$ cat src/rtl/uart_core_param.sv
// Parametrised full-duplex UART: configurable width/parity/stop bits, oversampled RX with
// start-glitch rejection, per-word error flags and an RX FIFO with overrun pulse.
module uart_core_param #(
  parameter int unsigned DATA_WIDTH    = 8,
  parameter int unsigned PARITY        = 0,
  parameter int unsigned STOP_BITS     = 1,
  parameter int unsigned CLK_FREQ      = 50_000_000,
  parameter int unsigned BAUD_RATE     = 115_200,
  parameter int unsigned OVERSAMPLE    = 16,
  parameter int unsigned RX_FIFO_DEPTH = 4
) (
  input  logic                  clk,
  input  logic                  reset_n,
  input  logic                  ena,
  output logic                  tx_signal,
  input  logic [DATA_WIDTH-1:0] tx_data,
  input  logic                  tx_valid,
  output logic                  tx_ready,
  input  logic                  rx_signal,
  output logic [DATA_WIDTH-1:0] rx_data,
  output logic                  rx_parity_err,
  output logic                  rx_frame_err,
  output logic                  rx_valid,
  input  logic                  rx_ready,
  output logic                  rx_overrun
);

  localparam int unsigned SAMPLE_RATE = BAUD_RATE * OVERSAMPLE;
  localparam int unsigned DIV_RAW     = (CLK_FREQ + SAMPLE_RATE / 2) / SAMPLE_RATE;
  localparam int unsigned DIV         = (DIV_RAW < 1) ? 1 : DIV_RAW;
  localparam int unsigned BIT_CLKS    = DIV * OVERSAMPLE;
  localparam int unsigned BCW         = $clog2(BIT_CLKS);
  localparam int unsigned DVW         = (DIV > 1) ? $clog2(DIV) : 1;
  localparam int unsigned OSW         = $clog2(OVERSAMPLE);
  localparam int unsigned IDXW        = $clog2(DATA_WIDTH);
  localparam int unsigned PTRW        = $clog2(RX_FIFO_DEPTH);
  localparam int unsigned CNTW        = PTRW + 1;
  localparam int unsigned ENTW        = DATA_WIDTH + 2;

  localparam logic [BCW-1:0]  BIT_LAST  = BCW'(BIT_CLKS - 1);
  localparam logic [DVW-1:0]  DIV_LAST  = DVW'(DIV - 1);
  localparam logic [OSW-1:0]  OS_HALF   = OSW'(OVERSAMPLE / 2 - 1);
  localparam logic [OSW-1:0]  OS_LAST   = OSW'(OVERSAMPLE - 1);
  localparam logic [IDXW-1:0] IDX_LAST  = IDXW'(DATA_WIDTH - 1);
  localparam logic [IDXW-1:0] STOP_LAST = IDXW'(STOP_BITS - 1);
  localparam logic [CNTW-1:0] FIFO_FULL = CNTW'(RX_FIFO_DEPTH);
  localparam logic            PAR_ODD   = (PARITY == 1);
  localparam logic            HAS_PAR   = (PARITY != 0);

  typedef enum logic [2:0] {TxIdle, TxStart, TxData, TxParity, TxStop} tx_state_e;
  typedef enum logic [2:0] {RxIdle, RxStart, RxData, RxParity, RxStop} rx_state_e;

  // ---------------------------------------------------------------- TX
  tx_state_e             tx_state_q, tx_state_d;
  logic [BCW-1:0]        tx_clk_q, tx_clk_d;
  logic [IDXW-1:0]       tx_idx_q, tx_idx_d;
  logic [DATA_WIDTH-1:0] tx_shift_q, tx_shift_d;
  logic                  tx_par_q, tx_par_d;
  logic                  tx_line_q, tx_line_d;
  logic                  tx_bit_end;

  assign tx_bit_end = (tx_clk_q == BIT_LAST);
  assign tx_ready   = (tx_state_q == TxIdle) & ena;
  assign tx_signal  = tx_line_q;

  always_comb begin
    tx_state_d = tx_state_q;
    tx_clk_d   = tx_bit_end ? '0 : tx_clk_q + 1'b1;
    tx_idx_d   = tx_idx_q;
    tx_shift_d = tx_shift_q;
    tx_par_d   = tx_par_q;
    unique case (tx_state_q)
      TxIdle: begin
        tx_clk_d = '0;
        if (tx_valid && ena) begin
          tx_state_d = TxStart;
          tx_shift_d = tx_data;
          tx_par_d   = (^tx_data) ^ PAR_ODD;
        end
      end
      TxStart: begin
        if (tx_bit_end) begin
          tx_state_d = TxData;
          tx_idx_d   = '0;
        end
      end
      TxData: begin
        if (tx_bit_end) begin
          tx_shift_d = tx_shift_q >> 1;
          if (tx_idx_q == IDX_LAST) begin
            tx_state_d = HAS_PAR ? TxParity : TxStop;
            tx_idx_d   = '0;
          end else begin
            tx_idx_d = tx_idx_q + 1'b1;
          end
        end
      end
      TxParity: begin
        if (tx_bit_end) tx_state_d = TxStop;
      end
      TxStop: begin
        if (tx_bit_end) begin
          if (tx_idx_q == STOP_LAST) tx_state_d = TxIdle;
          else                       tx_idx_d   = tx_idx_q + 1'b1;
        end
      end
      default: tx_state_d = TxIdle;
    endcase

    // Line is registered from the next state so it changes on the same edge as the FSM.
    unique case (tx_state_d)
      TxStart:  tx_line_d = 1'b0;
      TxData:   tx_line_d = tx_shift_d[0];
      TxParity: tx_line_d = tx_par_d;
      default:  tx_line_d = 1'b1;
    endcase
  end

  always_ff @(posedge clk) begin
    if (!reset_n) begin
      tx_state_q <= TxIdle;
      tx_clk_q   <= '0;
      tx_idx_q   <= '0;
      tx_shift_q <= '0;
      tx_par_q   <= 1'b0;
      tx_line_q  <= 1'b1;
    end else begin
      tx_state_q <= tx_state_d;
      tx_clk_q   <= tx_clk_d;
      tx_idx_q   <= tx_idx_d;
      tx_shift_q <= tx_shift_d;
      tx_par_q   <= tx_par_d;
      tx_line_q  <= tx_line_d;
    end
  end

  // ---------------------------------------------------------------- RX
  rx_state_e             rx_state_q, rx_state_d;
  logic                  rx_sync1_q, rx_sync2_q, rx_prev_q;
  logic [DVW-1:0]        rx_div_q, rx_div_d;
  logic [OSW-1:0]        rx_os_q, rx_os_d;
  logic [IDXW-1:0]       rx_idx_q, rx_idx_d;
  logic [DATA_WIDTH-1:0] rx_shift_q, rx_shift_d;
  logic                  rx_perr_q, rx_perr_d;
  logic                  rx_ferr_q, rx_ferr_d;
  logic                  tick, os_hit, start_edge, push;

  assign tick       = (rx_div_q == DIV_LAST);
  assign start_edge = rx_prev_q & ~rx_sync2_q;
  // Start bit is checked at its centre; every later bit one full bit-time apart.
  assign os_hit     = tick && (rx_os_q == ((rx_state_q == RxStart) ? OS_HALF : OS_LAST));

  always_comb begin
    rx_state_d = rx_state_q;
    rx_div_d   = tick ? '0 : rx_div_q + 1'b1;
    rx_os_d    = os_hit ? '0 : (tick ? rx_os_q + 1'b1 : rx_os_q);
    rx_idx_d   = rx_idx_q;
    rx_shift_d = rx_shift_q;
    rx_perr_d  = rx_perr_q;
    rx_ferr_d  = rx_ferr_q;
    push       = 1'b0;
    unique case (rx_state_q)
      RxIdle: begin
        rx_os_d = '0;
        if (ena && start_edge) begin
          rx_state_d = RxStart;
          rx_div_d   = '0;
        end
      end
      RxStart: begin
        if (os_hit) begin
          if (rx_sync2_q) begin
            rx_state_d = RxIdle;
          end else begin
            rx_state_d = RxData;
            rx_idx_d   = '0;
            rx_perr_d  = 1'b0;
            rx_ferr_d  = 1'b0;
          end
        end
      end
      RxData: begin
        if (os_hit) begin
          rx_shift_d = {rx_sync2_q, rx_shift_q[DATA_WIDTH-1:1]};
          if (rx_idx_q == IDX_LAST) begin
            rx_state_d = HAS_PAR ? RxParity : RxStop;
            rx_idx_d   = '0;
          end else begin
            rx_idx_d = rx_idx_q + 1'b1;
          end
        end
      end
      RxParity: begin
        if (os_hit) begin
          rx_perr_d  = HAS_PAR & ((^rx_shift_q) ^ rx_sync2_q ^ PAR_ODD);
          rx_state_d = RxStop;
        end
      end
      RxStop: begin
        if (os_hit) begin
          rx_ferr_d = rx_ferr_q | ~rx_sync2_q;
          if (rx_idx_q == STOP_LAST) begin
            push       = 1'b1;
            rx_state_d = RxIdle;
          end else begin
            rx_idx_d = rx_idx_q + 1'b1;
          end
        end
      end
      default: rx_state_d = RxIdle;
    endcase
  end

  always_ff @(posedge clk) begin
    if (!reset_n) begin
      rx_state_q <= RxIdle;
      rx_sync1_q <= 1'b1;
      rx_sync2_q <= 1'b1;
      rx_prev_q  <= 1'b1;
      rx_div_q   <= '0;
      rx_os_q    <= '0;
      rx_idx_q   <= '0;
      rx_shift_q <= '0;
      rx_perr_q  <= 1'b0;
      rx_ferr_q  <= 1'b0;
    end else begin
      rx_state_q <= rx_state_d;
      rx_sync1_q <= rx_signal;
      rx_sync2_q <= rx_sync1_q;
      rx_prev_q  <= rx_sync2_q;
      rx_div_q   <= rx_div_d;
      rx_os_q    <= rx_os_d;
      rx_idx_q   <= rx_idx_d;
      rx_shift_q <= rx_shift_d;
      rx_perr_q  <= rx_perr_d;
      rx_ferr_q  <= rx_ferr_d;
    end
  end

  // ---------------------------------------------------------------- RX FIFO
  logic [ENTW-1:0] mem_q [RX_FIFO_DEPTH];
  logic [PTRW-1:0] wr_ptr_q, rd_ptr_q;
  logic [CNTW-1:0] count_q;
  logic            overrun_q;
  logic            full, pop, wr_en;
  logic [ENTW-1:0] head;

  assign full       = (count_q == FIFO_FULL);
  assign rx_valid   = (count_q != '0);
  assign pop        = rx_valid & rx_ready;
  assign wr_en      = push & (~full | pop);
  assign head       = mem_q[rd_ptr_q];
  assign rx_overrun = overrun_q;

  // Outputs are forced to zero while empty so the head reads as 0 out of reset.
  assign rx_data       = rx_valid ? head[DATA_WIDTH-1:0] : '0;
  assign rx_frame_err  = rx_valid & head[DATA_WIDTH];
  assign rx_parity_err = rx_valid & head[DATA_WIDTH+1];

  always_ff @(posedge clk) begin
    if (wr_en) mem_q[wr_ptr_q] <= {rx_perr_q, rx_ferr_d, rx_shift_q};
  end

  always_ff @(posedge clk) begin
    if (!reset_n) begin
      wr_ptr_q  <= '0;
      rd_ptr_q  <= '0;
      count_q   <= '0;
      overrun_q <= 1'b0;
    end else begin
      if (wr_en) wr_ptr_q <= wr_ptr_q + 1'b1;
      if (pop)   rd_ptr_q <= rd_ptr_q + 1'b1;
      case ({wr_en, pop})
        2'b10:   count_q <= count_q + 1'b1;
        2'b01:   count_q <= count_q - 1'b1;
        default: count_q <= count_q;
      endcase
      overrun_q <= push & full & ~pop;
    end
  end

endmodule

$ cat config.mk
export PLATFORM = sky130hd
export DESIGN_NAME = uart_core_param
export DESIGN_NICKNAME = d
export VERILOG_FILES = /design/src/rtl/uart_core_param.sv
export SDC_FILE = /design/constraint.sdc
export NUM_CORES = 1
export LEC_CHECK = 0
export ABC_AREA = 1
export CAP_MARGIN = 0
export CORE_MARGIN = 3
export CORE_UTILIZATION = 43
export CTS_CLUSTER_SIZE = 8
export DETAILED_ROUTE_END_ITERATION = 8
export SYNTH_ARGS = -nofsm -noshare
export SYNTH_HDL_FRONTEND = slang
export SYNTH_SLANG_ARGS = --single-unit
$ cat constraint.sdc
create_clock -name clk -period 2.7 [get_ports clk]
set_clock_uncertainty 0.2 [all_clocks]
set_input_delay 0.54 -clock clk [delete_from_list [all_inputs] [get_ports clk]]
set_output_delay 0.54 -clock clk [all_outputs]
set_load 0.05 [all_outputs]
==> summary by stage <==
Detailed routing
The routed wire length is about 8500 um. The first-iteration detailed-routing DRC count is ~150. The count of antenna-violating nets left after detailed routing is 0. The first-pass detailed-route iteration total is 4.

The vias per cell is 4.900. The routed layout has ~3400 vias. The total DRC errors in the routed layout is 0. After detailed routing, the average wire length per cell comes to around 12 um.

GRT
The layer with the highest usage after global routing is met2. For met2 alone, demand over resource in global routing was 0.2664. In the global route stage, met3 resource usage came out at 0.02269. The wire length of the first global-routing pass is between 10000 and 15000 um. The global-route usage over all layers is 0.1594. The number of antenna violations at the first check in global routing is 0.

After global routing the overflow that remains totals 0. The met1 global-route usage is 0.2073. The largest net degree at the start of global routing is 17. The via count of the first global-routing pass is about 3300.

STA
The setup TNS is 0 ps. Setup repair after global routing left no endpoint under its margin. The worst path in the final design needs a cycle of approximately 2600 ps, including I/O delays and setup. In this run the tightest slew margin relative to its limit is 0.6631. The slew at the pin closest to its max-slew limit is roughly 500 ps. The final-report max-slew violation count is 0. Across all setup checks in the final design, the least slack found is about 130 ps. The maximum frequency from static timing analysis is a little under 400 MHz. Setup violations remaining at the end of the flow were counted as 0.

The count of final hold-check violations is 0. The post-route fraction of the period consumed by the critical path is 0.9510.

Finish
Excluding fillers, the count of instances in the completed layout stands at 702. The count of inserted antenna diode cells is 0. The number of nets in the layout is between 500 and 600. The area growth from synthesis to layout is 16.57%.

The share of post-route cells with drive strength above 1 is 0.1160. Measured on the finished design, the core utilization comes to 0.5235.

CTS
The number of clock sinks is 98. The clock tree from TritonCTS is yes. The clock passes through at most 2 buffers. The number of buffers added to fix hold violations after cts is 0. TritonCTS created 9 clock buffers.

Gates resized during post-CTS repair numbered 0. The number of H-tree branching levels is 3. The later-pin clock latency in the skew report is 350 ps. The clock-pin slew of the registers on the worst-case setup and hold paths is 90 ps. The cell at the root of the clock tree is sky130_fd_sc_hd__clkbuf_8. The post-CTS setup-driven buffer insertion count is 0.

Worst setup path
The biggest fanout along the worst timing path is 9. The worst reg2reg path endpoint is mem_q[1][1]. The capturing element type of the critical path is an output pin. The cell family contributing the most delay on the critical path is buffers and inverters.

The critical path startpoint category is a flop. In this design, the stage delay of the slowest critical-path cell is approximately 370 ps. The worst register-to-register path has a setup slack of approximately 480 ps. The arrival time reported for the critical path endpoint is between 1500 and 2000 ps.

The origin of the worst setup path is count_q[1]. The critical path required time is roughly 2000 ps. The slowest stage of the critical path is the sky130_fd_sc_hd__dfxtp_1 cell.

For the worst flop-to-flop path, the logic depth is 9. Walking the worst path, the cells encountered are nor2_1, nand2_1, clkinv_1, a21oi_1, buf_12. The reg-to-reg critical path startpoint is rx_div_q[0]. The worst setup path is of the reg -> out kind.

Together, buffers and inverters on the worst path number 2.

Status
The flow ran to the end, and the final reports show no timing, DRC or antenna violations.

Floorplanning
For this configuration, the core starts out at a cell density of 0.4491. The floorplan step defined a die boundary enclosing about 12000 um^2. The width of the die is 108.0 um.

The core region is roughly 10000 um^2. 28 I/O pins were placed. The die is between 100 and 150 um tall.

The cell row count is 36.

Synth
The proportion of register bits with asynchronous set or reset after synthesis is 0. The area of the mapped netlist is around 4500 um^2. The post-synthesis average cell area is approximately 8.5 um^2. The number of warnings issued by yosys is 0. The leading register cell type out of synthesis is sky130_fd_sc_hd__dfxtp_1. The synthesized design contains 36 enable-type register cells.

The synthesized instance count is roughly 530. The distinct cell type count after synthesis is 39. The number of nets handed over by synthesis was around 550. After synthesis the netlist holds a flip-flop and latch count of 98.

The sequential area share after synthesis is 0.5195.

Job
The tool flagged a number of max-cap violations equal to 0.

Pwr
Dividing total power by cell area gives a power density of about 500 nW/um^2. The standby leakage power is about 2.1 nW. Total power for the finished layout comes to between 2 and 3 mW.

VDD sags by at most about 0.28 mV.

Hold path
The worst hold path terminates at rx_sync2_q. Along the worst hold path, the cell count comes to 1. The critical hold path startpoint is rx_sync1_q. The class of the worst hold path is reg -> reg.

Place
At the placement stage, the worst setup path has a slack of ~300 ps. At the end of routability-driven placement, the weighted congestion stood at 0.8603. In this run, placement finished with an instance count of 686. During placement, the flow inserted port buffers numbering 26. The sum of net half-perimeters after detailed placement is 6296 um.
worst register-to-register path: stages (launching register included):
cell                      delay, ps
sky130_fd_sc_hd__dfxtp_1        340
sky130_fd_sc_hd__inv_1           60
sky130_fd_sc_hd__ha_1           130
sky130_fd_sc_hd__nand2_1         80
sky130_fd_sc_hd__nor2_4         180
sky130_fd_sc_hd__nand3_4        120
sky130_fd_sc_hd__nor2_8         270
sky130_fd_sc_hd__nand3_2        210
sky130_fd_sc_hd__nor2_1         130
sky130_fd_sc_hd__buf_4          210
layer usage:
layer,wire (um),share of wire
met1,4219,0.49
met2,3962,0.46
met3,204,0.024
met4,153,0.018
met5,0,0
synth_stat cells, types with 2 or more instances:
library cell / instances / area [um^2]
sky130_fd_sc_hd__nand4_1: 8 / 50.05
sky130_fd_sc_hd__xnor2_1: 4 / 35.03
sky130_fd_sc_hd__ha_1: 14 / 175.2
sky130_fd_sc_hd__nand2_2: 5 / 31.28
sky130_fd_sc_hd__nor2_4: 2 / 22.52
sky130_fd_sc_hd__nor2_1: 75 / 281.5
sky130_fd_sc_hd__or2_2: 4 / 25.02
sky130_fd_sc_hd__a31oi_1: 7 / 43.79
sky130_fd_sc_hd__a211oi_1: 3 / 22.52
sky130_fd_sc_hd__clkbuf_1: 7 / 26.28
sky130_fd_sc_hd__dfxtp_1: 62 / 1241
sky130_fd_sc_hd__nand3_1: 32 / 160.2
sky130_fd_sc_hd__buf_4: 2 / 15.01
sky130_fd_sc_hd__nand3_2: 3 / 30.03
sky130_fd_sc_hd__edfxtp_1: 36 / 1081
sky130_fd_sc_hd__xor2_1: 7 / 61.31
sky130_fd_sc_hd__nand2_1: 92 / 345.3
sky130_fd_sc_hd__nor3b_1: 4 / 30.03
sky130_fd_sc_hd__o21ai_0: 28 / 140.1
sky130_fd_sc_hd__o21ai_1: 3 / 15.01
sky130_fd_sc_hd__nor3_1: 5 / 25.02
sky130_fd_sc_hd__clkinv_1: 3 / 11.26
sky130_fd_sc_hd__inv_2: 5 / 18.77
sky130_fd_sc_hd__a21oi_1: 43 / 215.2
sky130_fd_sc_hd__inv_1: 56 / 210.2
sky130_fd_sc_hd__nand2_4: 2 / 22.52
state kept, by name, indices dropped and copies added (netlist names), 3 cells and up, named ones only:
signal / count
mem_q: 36
tx_clk_q: 9
rx_shift_q: 8
tx_shift_q: 8
rx_div_q: 5
rx_os_q: 4
count_q: 3
rx_idx_q: 3
rx_state_q: 3
tx_idx_q: 3
tx_state_q: 3
layout make-up:
cell class	instances	area [um^2]
inverter	64	240.2
clock inverter	6	42.54
fill	940	4743
sequential	98	2322
tap	133	166.4
timing repair buffer	40	465.4
clock buffer	10	127.6
multi-input combinational	351	1847
cells in the final DEF, fill, tap and decap left out, types with 4 or more instances in the layout:
cell,Yosys,layout
sky130_fd_sc_hd__nand2_1,92,92
sky130_fd_sc_hd__dfxtp_1,62,62
sky130_fd_sc_hd__or2_2,4,4
sky130_fd_sc_hd__nor3b_1,4,4
sky130_fd_sc_hd__o21ai_0,28,28
sky130_fd_sc_hd__buf_12,0,10
sky130_fd_sc_hd__nand3_1,32,32
sky130_fd_sc_hd__a31oi_1,7,7
sky130_fd_sc_hd__clkdlybuf4s50_1,0,16
sky130_fd_sc_hd__xor2_1,7,7
sky130_fd_sc_hd__edfxtp_1,36,36
sky130_fd_sc_hd__nand2_2,5,5
sky130_fd_sc_hd__nor2_1,75,75
sky130_fd_sc_hd__inv_1,56,56
sky130_fd_sc_hd__inv_2,5,5
sky130_fd_sc_hd__ha_1,14,14
sky130_fd_sc_hd__xnor2_1,4,4
sky130_fd_sc_hd__buf_4,2,14
sky130_fd_sc_hd__nor3_1,5,5
sky130_fd_sc_hd__a21oi_1,43,43
sky130_fd_sc_hd__clkbuf_8,0,9
sky130_fd_sc_hd__nand4_1,8,8
where the power goes:
| group | total (mW) | internal [mW] | switching, mW | leakage (nW) |
|---|---|---|---|---|
| clock | 0.836 | 0.337 | 0.499 | 0.0827 |
| combinational | 0.207 | 0.0790 | 0.128 | 1.17 |
| sequential | 1.56 | 1.54 | 0.0151 | 0.836 |
| total | 2.60 | 1.96 | 0.642 | 2.09 |
metrics by stage:
| stage | cell area [um^2] | hold WS (ps) |
|---|---|---|
| after floorplan | 4471 | 192.5 |
| final | 5211 | 225.9 |
| after global placement | 5041 | 200.6 |
| after CTS | 5211 | 227.3 |
| after detailed placement | 5041 | 204.0 |
| after global routing | 5211 | 255.6 |
worst max path at each step:
| stage | slack, ps | end | cells past startpoint |
|---|---|---|---|
| finish | 130 | rx_data[2] | 5 |
| global route | 20 | rx_data[2] | 5 |
| CTS | 110 | rx_data[2] | 5 |
| detailed placement | 300 | tx_signal | 8 |
| global placement | 340 | count_q[2] | 9 |
| floorplan | 60 | rx_data[0] | 4 |
kinds of logic (layout without fill, tap and decap cells):
group / count (synthesis) / in the layout / synth area share
buffers and inverters: 76 / 120 / 0.06745
XOR/XNOR: 11 / 11 / 0.02155
other: 1 / 1 / 0.0008388
AO/OA/AOI/OAI: 87 / 87 / 0.1041
flip-flops: 98 / 98 / 0.5195
AND/OR/NAND/NOR: 237 / 237 / 0.2429
adder cells (fa/ha/maj): 15 / 15 / 0.04366
(Power assumes the default switching activity.)
